==> src/rtl/pdp8_panel_pkg.sv <==
// Shared definitions for the PDP-8 front-panel switch block: default timing
// parameters and the reset-sequencer state encoding.
package pdp8_panel_pkg;

    localparam int unsigned DEF_DEBOUNCE_CYCLES  = 1024;
    localparam int unsigned DEF_LONGPRESS_CYCLES = 65536;
    localparam int unsigned DEF_RESET_CYCLES     = 16;
    localparam int unsigned DEF_CLEAR_CYCLES     = 16;

    typedef enum logic [1:0] {
        StIdle    = 2'd0,
        StRst     = 2'd1,
        StClr     = 2'd2,
        StWaitRel = 2'd3
    } seq_state_e;

    function automatic int unsigned max_u(input int unsigned a, input int unsigned b);
        return (a > b) ? a : b;
    endfunction

endpackage

==> src/rtl/debouncer.sv <==
// Two-flop synchronizer for an active-low button pin followed by a mismatch
// counter; the active-high debounced level only moves after a sustained change.
module debouncer
    import pdp8_panel_pkg::*;
#(
    parameter int unsigned DEBOUNCE_CYCLES = DEF_DEBOUNCE_CYCLES
) (
    input  logic i_clk,
    input  logic i_rst_n,
    input  logic i_btn_n,
    output logic o_level
);

    localparam int unsigned     CNT_W    = $clog2(DEBOUNCE_CYCLES) + 1;
    localparam logic [CNT_W-1:0] CNT_LAST = CNT_W'(DEBOUNCE_CYCLES - 1);

    logic [1:0]       r_sync_n;
    logic [CNT_W-1:0] r_cnt;
    logic             r_level;
    logic             w_synced;

    assign w_synced = ~r_sync_n[1];

    // Sync flops reset to the released (high) pin level so reset reads as released.
    always_ff @(posedge i_clk or negedge i_rst_n) begin
        if (!i_rst_n) begin
            r_sync_n <= 2'b11;
            r_cnt    <= '0;
            r_level  <= 1'b0;
        end else begin
            r_sync_n <= {r_sync_n[0], i_btn_n};
            if (w_synced == r_level) begin
                r_cnt <= '0;
            end else if (r_cnt == CNT_LAST) begin
                r_level <= w_synced;
                r_cnt   <= '0;
            end else begin
                r_cnt <= r_cnt + CNT_W'(1);
            end
        end
    end

    assign o_level = r_level;

endmodule

==> src/rtl/panel_switches.sv <==
// Front-panel RUN/HALT and RESET/CLEAR switch logic: debounced buttons, a
// long-press detector on BUT1 and a reset/clear sequencer driven by BUT2.
module panel_switches
    import pdp8_panel_pkg::*;
#(
    parameter int unsigned DEBOUNCE_CYCLES  = DEF_DEBOUNCE_CYCLES,
    parameter int unsigned LONGPRESS_CYCLES = DEF_LONGPRESS_CYCLES,
    parameter int unsigned RESET_CYCLES     = DEF_RESET_CYCLES,
    parameter int unsigned CLEAR_CYCLES     = DEF_CLEAR_CYCLES
) (
    input  logic SYSCLK,
    input  logic nRESET,
    input  logic nBUT1,
    input  logic nBUT2,
    output logic sw_RUN,
    output logic sw_HALT,
    output logic sw_RESET,
    output logic sw_CLEAR,
    output logic busy
);

    localparam int unsigned      HOLD_W   = $clog2(LONGPRESS_CYCLES) + 1;
    localparam int unsigned      SEQ_W    = $clog2(max_u(RESET_CYCLES, CLEAR_CYCLES)) + 1;
    localparam logic [HOLD_W-1:0] HOLD_MAX = HOLD_W'(LONGPRESS_CYCLES);
    localparam logic [SEQ_W-1:0]  RST_LAST = SEQ_W'(RESET_CYCLES - 1);
    localparam logic [SEQ_W-1:0]  CLR_LAST = SEQ_W'(CLEAR_CYCLES - 1);

    logic              w_but1, w_but2;
    logic              r_but1_prev, r_but2_prev;
    logic [HOLD_W-1:0] r_hold;
    logic              r_halt_done;
    logic              w_but1_fall, w_but2_rise, w_run_evt, w_halt_evt, w_idle_stays;
    seq_state_e        r_state, w_state_next;
    logic [SEQ_W-1:0]  r_seq_cnt, w_seq_cnt_next;
    logic              r_run, r_halt, r_reset, r_clear, r_busy;
    logic              w_run_next, w_halt_next, w_reset_next, w_clear_next, w_busy_next;

    debouncer #(.DEBOUNCE_CYCLES(DEBOUNCE_CYCLES)) u_deb_but1 (
        .i_clk   (SYSCLK),
        .i_rst_n (nRESET),
        .i_btn_n (nBUT1),
        .o_level (w_but1)
    );

    debouncer #(.DEBOUNCE_CYCLES(DEBOUNCE_CYCLES)) u_deb_but2 (
        .i_clk   (SYSCLK),
        .i_rst_n (nRESET),
        .i_btn_n (nBUT2),
        .o_level (w_but2)
    );

    assign w_but1_fall = ~w_but1 & r_but1_prev;
    assign w_but2_rise = w_but2 & ~r_but2_prev;
    // Once HALT has been issued for this press, the release must stay silent.
    assign w_halt_evt  = w_but1 && (r_hold == HOLD_MAX) && !r_halt_done;
    assign w_run_evt   = w_but1_fall && !r_halt_done;

    always_ff @(posedge SYSCLK or negedge nRESET) begin
        if (!nRESET) begin
            r_but1_prev <= 1'b0;
            r_but2_prev <= 1'b0;
            r_hold      <= '0;
            r_halt_done <= 1'b0;
        end else begin
            r_but1_prev <= w_but1;
            r_but2_prev <= w_but2;
            if (!w_but1) begin
                r_hold      <= '0;
                r_halt_done <= 1'b0;
            end else begin
                if (r_hold != HOLD_MAX) r_hold <= r_hold + HOLD_W'(1);
                if (w_halt_evt) r_halt_done <= 1'b1;
            end
        end
    end

    always_ff @(posedge SYSCLK or negedge nRESET) begin
        if (!nRESET) begin
            r_state   <= StRst;
            r_seq_cnt <= '0;
            r_run     <= 1'b0;
            r_halt    <= 1'b0;
            r_reset   <= 1'b1;
            r_clear   <= 1'b0;
            r_busy    <= 1'b1;
        end else begin
            r_state   <= w_state_next;
            r_seq_cnt <= w_seq_cnt_next;
            r_run     <= w_run_next;
            r_halt    <= w_halt_next;
            r_reset   <= w_reset_next;
            r_clear   <= w_clear_next;
            r_busy    <= w_busy_next;
        end
    end

    always_comb begin
        w_state_next   = r_state;
        w_seq_cnt_next = r_seq_cnt;
        unique case (r_state)
            StIdle: begin
                if (w_but2_rise) begin
                    w_state_next   = StRst;
                    w_seq_cnt_next = '0;
                end
            end
            StRst: begin
                if (r_seq_cnt == RST_LAST) begin
                    w_state_next   = StClr;
                    w_seq_cnt_next = '0;
                end else begin
                    w_seq_cnt_next = r_seq_cnt + SEQ_W'(1);
                end
            end
            StClr: begin
                if (r_seq_cnt == CLR_LAST) begin
                    w_state_next   = StWaitRel;
                    w_seq_cnt_next = '0;
                end else begin
                    w_seq_cnt_next = r_seq_cnt + SEQ_W'(1);
                end
            end
            StWaitRel: begin
                if (!w_but2) w_state_next = StIdle;
            end
            default: w_state_next = StIdle;
        endcase
    end

    // Pulses only leave while idle and not entering a sequence this cycle.
    always_comb begin
        w_idle_stays = (r_state == StIdle) && (w_state_next == StIdle);
        w_run_next   = w_run_evt && w_idle_stays;
        w_halt_next  = w_halt_evt && w_idle_stays;
        w_reset_next = (w_state_next == StRst);
        w_clear_next = (w_state_next == StClr);
        w_busy_next  = (w_state_next != StIdle);
    end

    assign sw_RUN   = r_run;
    assign sw_HALT  = r_halt;
    assign sw_RESET = r_reset;
    assign sw_CLEAR = r_clear;
    assign busy     = r_busy;

endmodule

==> config.mk <==
export PLATFORM = sky130hd
export DESIGN_NAME = panel_switches
export DESIGN_NICKNAME = d
export VERILOG_FILES = /design/src/rtl/pdp8_panel_pkg.sv /design/src/rtl/debouncer.sv /design/src/rtl/panel_switches.sv
export SDC_FILE = /design/constraint.sdc
export NUM_CORES = 1
export LEC_CHECK = 0
export CAP_MARGIN = 10
export CELL_PAD_IN_SITES_DETAIL_PLACEMENT = 0
export CELL_PAD_IN_SITES_GLOBAL_PLACEMENT = 1
export CORE_ASPECT_RATIO = 1.5
export CORE_MARGIN = 2
export CORE_UTILIZATION = 45
export CTS_BUF_LIST = sky130_fd_sc_hd__clkbuf_8
export DETAILED_ROUTE_END_ITERATION = 6
export PLACE_DENSITY = 0.87
export SYNTH_ARGS = -nofsm -noshare
export SYNTH_HDL_FRONTEND = slang
export SYNTH_HIERARCHICAL = 1
export SYNTH_SLANG_ARGS = --single-unit
==> constraint.sdc <==
create_clock -name SYSCLK -period 1.7 [get_ports SYSCLK]
set_clock_uncertainty 0.1 [all_clocks]
set_input_delay 0.17 -clock SYSCLK [delete_from_list [all_inputs] [get_ports SYSCLK]]
set_output_delay 0.17 -clock SYSCLK [all_outputs]
set_load 0.005 [all_outputs]
# Word-level counts from Yosys, hierarchy flattened
# Cells that the tools add are included.
# word_totals
out_inout_bits	5
in_bits	4
regBits	60
# op_classes
bitwise	8
n_reduce_logical	15
n_addsub	4
mux	16
n_eq_ne	15
# ops
operator	n
$mux 11	4
$mux 17	2
$add 11x1->11 const B	2
$eq 11x10->1 const B	2
$add 17x1->17 const B	1
$eq 17x17->1 const B	1
$ne 17x17->1 const B	1
$mux 5	2
$pmux 5 s2	1
$mux 2	4
$pmux 2 s4	1
$eq 2x2->1 const B	3
$logic_and 1x1->1	6
$ne 2x2->1 const B	3
$not 1->1	6
$reduce_and 2->1	3
$add 5x1->5 const B	1
$eq 5x4->1 const B	1
$eq 2x1->1 const B	2
$logic_not 2->1	2
$reduce_bool 2->1	2
$and 1x1->1	2
$eq 1x1->1	2
$mux 1	2
other kinds (2)	2

# Logic depth before layout (Yosys ltp)
# Gate-level depths: netlist of run 1.
# logic_depth
word_depth	7
ltp_mapped	6

# Cells and area by module
# The synthesis of run 1 kept the hierarchy.
# modules_own_cells
module	instances	seq_area_each_um2	area_per_inst_um2	cells_per_inst
panel_switches	1	804.5	1625.3	160
debouncer	2	352.8	640.6	55

# Least setup slack after synthesis of run 1
# Ideal clock, no wire load.
# synth_path
path_kind	flip-flop to flip-flop
start	register r_state[0]
end	register r_run (netlist: sw_RUN)
setup_slack_ps	-182
t_required_ps	1499
arrival_ps	1681
stages_incl_launch_ff	7
n_path_buf	0
synth_period_minus_slack_ps	1882
setup_ps	101
cell_sequence	dfstp_2 -> inv_1 -> ha_1 -> nor2b_1 -> o21ai_0 -> a21bo_2 -> nor4_1
# synth_between
elab_chain_len	5
elab_cells_between_ends	12
cone_classes	eq/ne (3); mux (5); reduce/logical (4)
# synth_rtl
item	line_no	text
start: declaration	panel_switches.sv:33	seq_state_e r_state, w_state_next;
start signal: assignment	panel_switches.sv:79	r_state <= StRst;
start signal: assignment	panel_switches.sv:87	r_state <= w_state_next;
$eq 2x2->1 (tied with other cells)	panel_switches.sv:100	unique case (r_state)
$pmux 2 s4 (*)	panel_switches.sv:100	
net w_state_next[0]	panel_switches.sv:33	
$logic_not 2->1 (*)	panel_switches.sv:132	w_idle_stays = (r_state == StIdle) && (w_state_next == StIdle);
$logic_and 1x1->1 (*)	panel_switches.sv:132	
$logic_and 1x1->1 (*)	panel_switches.sv:133	w_run_next = w_run_evt && w_idle_stays;
net w_run_next	panel_switches.sv:36	logic w_run_next, w_halt_next, w_reset_next, w_clear_next, w_busy_next;
end signal: assignment	panel_switches.sv:89	r_run <= w_run_next;
end: declaration	panel_switches.sv:35	logic r_run, r_halt, r_reset, r_clear, r_busy;
# Mark *: on every way through the listed nets, which the timed path passes. The rest lies on a longest branch.
# A chain may end at the register's enable or synchronous reset.

# Worst setup path after layout of run 1
# layout_path
start	register r_state[0]
end	register r_halt (netlist: sw_HALT)
# layout_between
elab_chain_len	5
elab_cells_between_ends	12
cone_classes	eq/ne (3); mux (5); reduce/logical (4)
# layout_rtl
item	line_no	text
$eq 2x2->1 (tied with other cells)	panel_switches.sv:100	
$pmux 2 s4 (*)	panel_switches.sv:100	
net w_state_next[1]	panel_switches.sv:33	
$logic_not 2->1 (*)	panel_switches.sv:132	
$logic_and 1x1->1 (*)	panel_switches.sv:132	
$logic_and 1x1->1 (*)	panel_switches.sv:134	w_halt_next = w_halt_evt && w_idle_stays;
net w_halt_next	panel_switches.sv:36	
end signal: assignment	panel_switches.sv:90	r_halt <= w_halt_next;
end: declaration	panel_switches.sv:35	
# Marked as above.

==> results of run 1 <==
-- sequential cells by signal, summed over array words and instances (netlist names), 2 cells and up --
signal               flops
r_seq_cnt                5
r_hold                  17
u_deb_but2/r_cnt        11
u_deb_but2/r_sync_n      2
u_deb_but1/r_sync_n      2
r_state                  2
u_deb_but1/r_cnt        11
-- repair_timing --
item                                    4_1_cts  5_1_grt
resized for setup                             3       27
endpoints found under the setup margin        6       14
hold buffers                                  1        0
pin swaps                                     3       10
buffers inserted                              3        7
endpoints found under the hold margin        55        0
-- area by class of cell --
class,count,share of cell area (%)
Clock inverter,5,2.24
Inverter,13,1.37
Tap cell,74,2.48
Timing Repair Buffer,46,10.0
Sequential cell,60,40.6
Clock buffer,11,4.05
Multi-Input combinational cell,195,39.2
-- per-layer routing --
layer	part of all wire (%)	up-vias	track usage, %
met5	0	-	0
met4	1.3	0	9.02
met3	3.1	7	5.23
met2	54	30	29.3
met1	42	1055	19.5
li1	-	1078	-
-- logic make-up after synthesis --
family / count (synthesis) / synth area share [%]
buffers and inverters: 15 / 1.94
XOR/XNOR: 22 / 6.63
multiplexers: 5 / 1.76
AO/OA/AOI/OAI: 48 / 11.9
AND/OR/NAND/NOR: 110 / 21.5
flip-flops: 60 / 52.0
adder cells (fa/ha/maj): 10 / 4.30
-- power groups by stage --
stage          logic (µW)  clock network [µW]  registers [µW]
2_1_floorplan        34.1                   0            1490
3_5_place_dp         89.5                   0            1490
3_3_place_gp         87.6                   0            1490
6_report             88.4                1460            1460
5_1_grt               103                1570            1460
4_1_cts              91.7                1500            1460
-- worst max-delay path, stage by stage, from the launching register on --
cell	delay, ns
dfstp_2	0.57
inv_4	0.06
ha_4	0.18
a211oi_2	0.19
o22ai_2	0.11
a2bb2oi_4	0.20
nor4b_2	0.26
-- synth_stat cells, types with 2 or more instances --
| cell | count | share of area, % |
|---|---|---|
| a21oi_2 | 2 | 0.60 |
| nand3_1 | 17 | 2.9 |
| or3_1 | 8 | 1.7 |
| mux2i_1 | 4 | 1.4 |
| dfrtp_1 | 53 | 46 |
| xnor2_1 | 11 | 3.3 |
| nand2_1 | 21 | 2.7 |
| nor4_1 | 8 | 1.7 |
| o311a_2 | 2 | 0.77 |
| a211oi_1 | 2 | 0.52 |
| ha_1 | 10 | 4.3 |
| a21oi_1 | 17 | 2.9 |
| nor2b_1 | 3 | 0.65 |
| o31ai_1 | 4 | 1.0 |
| nor3_1 | 3 | 0.52 |
| xor2_1 | 11 | 3.3 |
| inv_1 | 12 | 1.5 |
| o41ai_4 | 2 | 1.9 |
| a21bo_2 | 2 | 0.69 |
| nor2_1 | 24 | 3.1 |
| or2_1 | 2 | 0.43 |
| nand4_1 | 5 | 1.1 |
| nand2b_1 | 2 | 0.43 |
| dfstp_2 | 7 | 6.3 |
| nor4b_1 | 3 | 0.90 |
| or4_1 | 2 | 0.52 |
| or4_4 | 2 | 0.77 |
| o21ai_0 | 12 | 2.1 |
| nand4_4 | 3 | 2.2 |
-- final timing paths --
path / start / endpoint / slack, ns / cells past startpoint
max: r_state[0]$_DFF_PN1_ / sw_HALT$_DFF_PN0_ / -0.06 / 6
min: nBUT2 / u_deb_but2/r_sync_n[0]$_DFF_PN1_ / 0.14 / 1
max reg2reg: r_state[0]$_DFF_PN1_ / sw_HALT$_DFF_PN0_ / -0.06 / 6
min reg2reg: u_deb_but1/r_sync_n[0]$_DFF_PN1_ / u_deb_but1/r_sync_n[1]$_DFF_PN1_ / 0.26 / 0
max in group asynchronous: nRESET / r_state[0]$_DFF_PN1_ / 0.93 / 3
min in group asynchronous: nRESET / u_deb_but2/r_cnt[9]$_DFF_PN0_ / 0.26 / 3
-- stage by stage --
step | cells | TNS (ns) | worst slack, ns | instance area (µm²)
final | 404 | -0.138 | -0.0578 | 3740
after global routing | 404 | -0.555 | -0.128 | 3740
after CTS | 397 | -0.0600 | -0.0316 | 3570
after detailed placement | 377 | -0.261 | -0.102 | 3280
after global placement | 377 | -0.0773 | -0.0421 | 3280
after floorplan | 270 | 0 | 0.00176 | 2910
==> run metrics, run 1 <==
FF+latch count, synth=60; post-route clock period utilization=103%; Via density=5.37; io pins=9; CORE AREA=6220 µm²; post-route ant nets=0; Comb pwr share=2.9%; count of final max-slew check failures=0; maximum vdd ir drop=511 µV; post-synthesis sequential area ratio=52.0%; Setup CP Type=reg2reg; CTS max path bufs=2; worst-skew pair later-pin latency=0.34 ns; Placer Congestion=0.880; sequential power share=48.5%; CTS tree=built; Ys Warns=6; final setup margin=-0.0578 ns; clk sinks=60; outcome=finished, violations left; ANT cells=0; crit path max fanout=6; total die area=7130 µm²; global route overflow=0; Final Critical Period=1.76 ns; Leakage=0.00159 µW; FFs w/ async S/R, synth=100%; CP Data Required Time=1.84 ns; Main synth FF type=dfrtp_1; Max Freq=0.569 GHz; synthesized cell area=2910 µm²; initial antenna violation count=0; number of global-route vias before repair=2139; multi-input logic area=1470 µm²; violations in the final reports=negative setup slack; clock slew at reported path FFs=0.07 ns; routed wire length=5670 µm; syn nets=284; NetSw=622 µW; DRT Pass-1 Iters=4; syn_area_per_cell=10.8 µm²; DRC marker count from the first detailed-route iteration=81; Die X=69.6 µm; Worst setup SP type=register; PortBufs=8; largest net degree at the start of global routing=61; cts bufs inserted=9; Max-Cap Viols=0; CTS root buffer=clkbuf_8; first-pass GRT wire length=9600 µm; internal power=2390 µW; DP Wirelength=3740 µm; routed length per placed instance=14.0 µm; Syn Inst Count=270; DRC=0; leading cell type in the layout, fill and taps excluded=dfrtp_1; detailed-route via count=2170; RSZ-0062 raised after global routing=yes; Setup crit end kind=register; Starting Density=46.7%; commonest cells after routing, fill and taps aside=48 x dfrtp_1, 36 x buf_4, 24 x nor2_1; Die Y=102 µm; Fin. Hold Viols=0; Switching Fraction=20.7%; pwr dens=807 nW/µm²; # rows=35; Clock power frac=48.6%; number of synthesized flops with an enable pin=0; slew at the pin closest to its max-slew limit=0.383 ns; Global Route Usage Sum=17.2%; final setup violation count=4; final hold slack=0.136 ns; post-layout util=60.1%; Layout Area Growth over Synthesis=28.5%; Sequential cell area=1520 µm²; Cell variety after synth=45; final total power=3010 µW; arrival time worst endpoint=1.90 ns; H-Tree Depth=3; # nets final=339; Filler Cell Count=493; HP Class=in2reg; layout cell share with drive strength beyond 1=30.9%; Relative slew margins=74.3%
Note: power is estimated with default switching activity, not from simulation.
==> inputs of run 2 (changes only) <==
==> constraint.sdc (replaced) <==
create_clock -name SYSCLK -period 1.6 [get_ports SYSCLK]
set_clock_uncertainty 0.1 [all_clocks]
set_input_delay 0.16 -clock SYSCLK [delete_from_list [all_inputs] [get_ports SYSCLK]]
set_output_delay 0.16 -clock SYSCLK [all_outputs]
set_load 0.005 [all_outputs]
==> run 2 against run 1 <==
Against the previous run: the flow still finishes with violations (negative setup slack); register-to-register slack got worse by 0.07 ns; via count increased by 3.0%; first-iteration DRC count decreased by 3.7%; combinational power increased by 8.5%; design area increased by 4.9%; flip-flop and latch count unchanged; wire length increased by 2.0%; critical path depth unchanged; final cell count increased by 5.7%; total power about the same; critical endpoint is now sw_RUN$_DFF_PN0_; largest cell class unchanged; highest routed layer unchanged.
==> run metrics, run 2 (synthesis results as in run 1) <==
outcome=finished, violations left (unchanged); violations in the final reports=negative setup slack (unchanged); ANT cells=0 (unchanged); DRT Pass-1 Iters=4 (unchanged); arrival time worst endpoint=1.87 ns (was 1.90 ns); Final Critical Period=1.72 ns (was 1.76 ns); DP Wirelength=3980 µm (was 3740 µm); first-pass GRT wire length=10200 µm (was 9600 µm); PortBufs=8 (unchanged); layout cell share with drive strength beyond 1=36.8% (was 30.9%); # rows=35 (unchanged); H-Tree Depth=3 (unchanged); routed wire length=5790 µm (was 5670 µm); HP Class=in2async (was in2reg); Fin. Hold Viols=0 (unchanged); maximum vdd ir drop=672 µV (was 511 µV); Filler Cell Count=509 (was 493); io pins=9 (unchanged); total die area=7130 µm² (unchanged); initial antenna violation count=0 (unchanged); Setup crit end kind=register (unchanged); Crit-path slowest cell=dfstp_2 (unchanged); Max-Cap Viols=0 (unchanged); pwr dens=770 nW/µm² (was 807 nW/µm²); post-route ant nets=0 (unchanged); leading cell type in the layout, fill and taps excluded=buf_4 (was dfrtp_1); crit path capture=sw_RUN$_DFF_PN0_ (was sw_HALT$_DFF_PN0_); DP Worst Slack=-0.203 ns (was -0.102 ns); Die X=69.6 µm (unchanged); Setup CP Type=reg2reg (unchanged); Starting Density=46.7% (unchanged); crit path max fanout=5 (was 6); crit-path cells=inv_4 -> ha_4 -> nor2b_4 -> o21ai_2 -> a21bo_2 -> nor4_1 (was inv_4 -> ha_4 -> a211oi_2 -> o22ai_2 -> a2bb2oi_4 -> nor4b_2); CORE AREA=6220 µm² (unchanged); count of final max-slew check failures=0 (unchanged); Critical path origin=r_state[0]$_DFF_PN1_ (unchanged); slew at the pin closest to its max-slew limit=0.364 ns (was 0.383 ns); setup TNS=-0.756 ns (was -0.138 ns); critical path depth=6 (unchanged); worst r2r src=r_state[0]$_DFF_PN1_ (unchanged); Critical path buffers and inverters=1 (unchanged); routed length per placed instance=13.5 µm (was 14.0 µm); final setup violation count=9 (was 4); multi-input logic area=1510 µm² (was 1470 µm²); number of global-route vias before repair=2301 (was 2139); DRC=0 (unchanged); # nets final=362 (was 339); CP delay by family, top=flip-flops (unchanged); Sequential cell area=1510 µm² (was 1520 µm²); met2 WL=2990 µm (was 3050 µm); Top Registers=r_hold (17), u_deb_but1/r_cnt (11), u_deb_but2/r_cnt (11) (unchanged); Worst R2R Path Depth=6 (unchanged); RSZ-0062 raised after global routing=yes (unchanged); Leakage=0.00172 µW (was 0.00159 µW); CTS tree=built (unchanged); final instance area=3920 µm² (was 3740 µm²); Placer Congestion=0.753 (was 0.880); Top reg by flops=r_hold (unchanged); Die Y=102 µm (unchanged); clock slew at reported path FFs=0.07 ns (about the same); DRC marker count from the first detailed-route iteration=78 (was 81); max incr delay on CP=0.58 ns (was 0.57 ns); wire length on met3=143 µm (was 174 µm); commonest cells after routing, fill and taps aside=58 x buf_4, 50 x dfrtp_1, 24 x nor2_1 (was 48 x dfrtp_1, 36 x buf_4, 24 x nor2_1); clk sinks=60 (unchanged); Layout Area Growth over Synthesis=34.8% (was 28.5%); r2r setup slk=-0.12 ns (was -0.06 ns); Global Route Usage Sum=18.4% (was 17.2%); metal1 wirelength=2550 µm (was 2380 µm); global route overflow=0 (unchanged); worst-skew pair later-pin latency=0.34 ns (about the same); CTS max path bufs=2 (unchanged); cts bufs inserted=9 (unchanged); final setup margin=-0.125 ns (was -0.0578 ns); Max Freq=0.580 GHz (was 0.569 GHz); top routing layer in use=met4 (unchanged); R2R Path End=sw_RUN$_DFF_PN0_ (was sw_HALT$_DFF_PN0_); CTS root buffer=clkbuf_8 (unchanged); number of flip-flops in the largest register=17 (unchanged); largest net degree at the start of global routing=30 (was 61); post-route clock period utilization=108% (was 103%); Post-DP Area=3450 µm² (was 3280 µm²); CP Data Required Time=1.74 ns (was 1.84 ns); Worst setup SP type=register (unchanged); Relative slew margins=75.5% (was 74.3%); detailed-route via count=2236 (was 2170); Via density=5.24 (was 5.37)
## run 2: report_power, final
part	total (µW)	switching, µW	internal [µW]
Sequential	1550	14.0	1540
Combinational	95.9	56.0	39.8
Clock	1370	575	792
## run 2: worst min path at each step
stage	start	to	slack, ns	cells after the start
detailed placement	nRESET	r_state[1]$_DFF_PN0_	-0.05	1
global placement	nRESET	r_state[1]$_DFF_PN0_	-0.05	1
finish	nRESET	r_state[1]$_DFF_PN0_	0.13	2
floorplan	nRESET	r_but1_prev$_DFF_PN0_	-0.24	0
global route	nBUT1	u_deb_but1/r_sync_n[0]$_DFF_PN1_	0.12	1
CTS	nRESET	sw_CLEAR$_DFF_PN0_	0.11	2
## run 2: layer usage
| layer | vias to the layer above | track usage, % |
|---|---|---|
| met1 | 1079 | 21.4 |
| met2 | 23 | 31.4 |
| met3 | 8 | 5.03 |
| met4 | 0 | 9.17 |
| met5 | - | 0 |
| li1 | 1126 | - |
## run 2: stage by stage
stage          total power [µW]  hold slack (ns)  util [%]  instances
2_1_floorplan              1610           -0.236         -        270
3_3_place_gp               1680          -0.0455      55.6        396
3_5_place_dp               1680          -0.0478      55.6        396
4_1_cts                    3060            0.114      61.5        421
5_1_grt                    3140            0.125      63.0        427
6_report                   3020            0.126      63.0        427
## run 2: area by class of cell
type	count	area share [%]
clock buffer	11	3.86
clock inverter	5	1.31
inverter	13	1.31
multi-input combinational	195	38.5
sequential	60	38.6
tap	74	2.36
timing repair buffer	69	14.0
## run 2: repair_timing
item / CTS / global route
hold buffers: 1 / 0
pin swaps: 16 / 11
endpoints found under the setup margin: 15 / 22
resized for setup: 24 / 11
endpoints found under the hold margin: 56 / 0
setup buffers: 8 / 6
==> inputs of run 3 (changes only) <==
--- a/config.mk
+++ b/config.mk
@@ -10,10 +10,10 @@
 export CELL_PAD_IN_SITES_GLOBAL_PLACEMENT = 1
 export CORE_ASPECT_RATIO = 1.5
 export CORE_MARGIN = 2
-export CORE_UTILIZATION = 45
-export CTS_BUF_LIST = sky130_fd_sc_hd__clkbuf_8
+export CORE_UTILIZATION = 44
+export CTS_BUF_LIST = sky130_fd_sc_hd__clkbuf_16
 export DETAILED_ROUTE_END_ITERATION = 6
-export PLACE_DENSITY = 0.87
+export PLACE_DENSITY = 0.86
 export SYNTH_ARGS = -nofsm -noshare
 export SYNTH_HDL_FRONTEND = slang
 export SYNTH_HIERARCHICAL = 1
==> run 3 against run 2 <==
Against the previous run: final cell count did not move; sequential share of layout area fell by 1.1 points; highest routed layer unchanged; the run still ends with negative setup slack left; first-iteration DRC count rose by 130%; register-to-register slack got worse by 0.04 ns; clock power rose by 19%; critical path type unchanged; flip-flop and latch count did not move; wire length rose by 9.6%.
==> run metrics, run 3 (synthesis results as in run 1) <==
pwr dens=814 nW/µm² (was 770 nW/µm²); Relative slew margins=75.4% (was 75.5%); CTS root buffer=clkbuf_16 (was clkbuf_8); CTS tree=built (unchanged); Layout Area Growth over Synthesis=39.0% (was 34.8%); routed wire length=6340 µm (was 5790 µm); DRT Pass-1 Iters=4 (unchanged); Placer Congestion=0.781 (was 0.753); Die X=70.4 µm (was 69.6 µm); setup TNS=-0.722 ns (was -0.756 ns); Final Critical Period=1.77 ns (was 1.72 ns); initial antenna violation count=0 (unchanged); final cell count without fillers=427 (unchanged); DRC marker count from the first detailed-route iteration=178 (was 78); detailed-route via count=2309 (was 2236); Starting Density=45.1% (was 46.7%); Worst setup SP type=register (unchanged); count of final max-slew check failures=0 (unchanged); worst-skew pair later-pin latency=0.33 ns (was 0.34 ns); post-route clock period utilization=111% (was 108%); clk sinks=60 (unchanged); Fin. Hold Viols=0 (unchanged); Die Y=104 µm (was 102 µm); number of flip-flops in the largest register=17 (unchanged); H-Tree Depth=3 (unchanged); final setup violation count=12 (was 9); outcome=finished, violations left (unchanged); HP Class=in2reg (was in2async); CTS max path bufs=2 (unchanged); CP Data Required Time=1.73 ns (was 1.74 ns); routed length per placed instance=14.9 µm (was 13.5 µm); slew at the pin closest to its max-slew limit=0.370 ns (was 0.364 ns); first-pass GRT wire length=10300 µm (was 10200 µm); largest net degree at the start of global routing=61 (was 30); Inst Count DP=394 (was 396); ANT cells=0 (unchanged); # rows=36 (was 35); Via density=5.41 (was 5.24); DRC=0 (unchanged); Filler Cell Count=516 (was 509); maximum vdd ir drop=711 µV (was 672 µV); commonest cells after routing, fill and taps aside=56 x buf_4, 49 x dfrtp_1, 23 x nor2_1 (was 58 x buf_4, 50 x dfrtp_1, 24 x nor2_1); Max Freq=0.565 GHz (was 0.580 GHz); # nets final=360 (was 362); clock slew at reported path FFs=0.05 ns (was 0.07 ns); Setup CP Type=reg2reg (unchanged); total die area=7290 µm² (was 7130 µm²); CORE AREA=6440 µm² (was 6220 µm²); PortBufs=8 (unchanged); crit path max fanout=5 (unchanged); Top reg by flops=r_hold (unchanged); arrival time worst endpoint=1.90 ns (was 1.87 ns); final total power=3290 µW (was 3020 µW); final setup margin=-0.169 ns (was -0.125 ns); violations in the final reports=negative setup slack (unchanged); Leakage=0.00180 µW (was 0.00172 µW); Top Registers=r_hold (17), u_deb_but1/r_cnt (11), u_deb_but2/r_cnt (11) (unchanged); number of global-route vias before repair=2352 (was 2301); layout cell share with drive strength beyond 1=39.0% (was 36.8%); Max-Cap Viols=0 (unchanged); cts bufs inserted=9 (unchanged); io pins=9 (unchanged); leading cell type in the layout, fill and taps excluded=buf_4 (unchanged); Setup crit end kind=register (unchanged); DP Wirelength=4040 µm (was 3980 µm); RSZ-0062 raised after global routing=yes (unchanged); global route overflow=0 (unchanged); post-route ant nets=0 (unchanged); Global Route Usage Sum=18.1% (was 18.4%)
## run 3: final timing paths
kind / endpoint / slack [ns] / depth (start not counted) / from
min in group asynchronous: r_hold[3]$_DFFE_PN0P_ / 0.27 / 3 / nRESET
worst min-delay path: u_deb_but2/r_sync_n[0]$_DFF_PN1_ / 0.14 / 1 / nBUT2
worst max-delay path: sw_RUN$_DFF_PN0_ / -0.17 / 6 / r_state[0]$_DFF_PN1_
worst min register to register: u_deb_but2/r_sync_n[1]$_DFF_PN1_ / 0.26 / 0 / u_deb_but2/r_sync_n[0]$_DFF_PN1_
worst max register to register: sw_RUN$_DFF_PN0_ / -0.17 / 6 / r_state[0]$_DFF_PN1_
max in group asynchronous: u_deb_but1/r_sync_n[0]$_DFF_PN1_ / 0.81 / 3 / nRESET
## run 3: what timing repair did
action	in CTS	in global routing
cloned	0	0
endpoints found under the setup margin	14	26
setup buffers	8	8
resized for setup	17	33
hold buffers	1	0
pin swaps	10	12
endpoints found under the hold margin	53	0
## run 3: per-layer routing
layer	vias to the layer above	wire length, µm	share of wire, %	global-route usage, %
li1	1118	-	-	-
met1	1145	2620	41	20.5
met2	31	3420	54	30.4
met3	15	177	2.8	5.54
met4	0	129	2.0	9.20
met5	-	0	0	0
## run 3: layout make-up
| type | count | area (µm²) | share of cell area (%) |
|---|---|---|---|
| multi-input combinational | 195 | 1580 | 39.2 |
| sequential | 60 | 1520 | 37.5 |
| timing repair buffer | 67 | 542 | 13.4 |
| clock buffer | 9 | 225 | 5.58 |
| tap | 76 | 95.1 | 2.35 |
| inverter | 13 | 51.3 | 1.27 |
| clock inverter | 7 | 28.8 | 0.713 |
## run 3: stage by stage
stage                     setup WS, ns  hold slack, ns  instance area [µm²]  utilization [%]
after floorplan                -0.0800          -0.236                 2940                -
after global placement          -0.136          0.0888                 3430             53.2
after detailed placement        -0.245          0.0928                 3430             53.2
after CTS                       -0.190           0.129                 3830             59.4
after global routing            -0.264           0.132                 4040             62.7
final                           -0.169           0.138                 4040             62.7
## run 3: critical path, cell delays in order (launching register included)
cell and delay, ns:
dfstp_2 0.58, inv_4 0.07, ha_4 0.17, nor2b_4 0.12
o21ai_2 0.12, a21bo_2 0.25, nor4_2 0.26
## run 3: power breakdown
group | internal, µW | total [µW] | leakage (µW) | switching, µW
clock | 1010 | 1630 | 0.000142 | 625
sequential | 1540 | 1560 | 0.000802 | 14.4
combinational | 39.9 | 96.9 | 0.000858 | 56.9
total | 2590 | 3290 | 0.00180 | 697
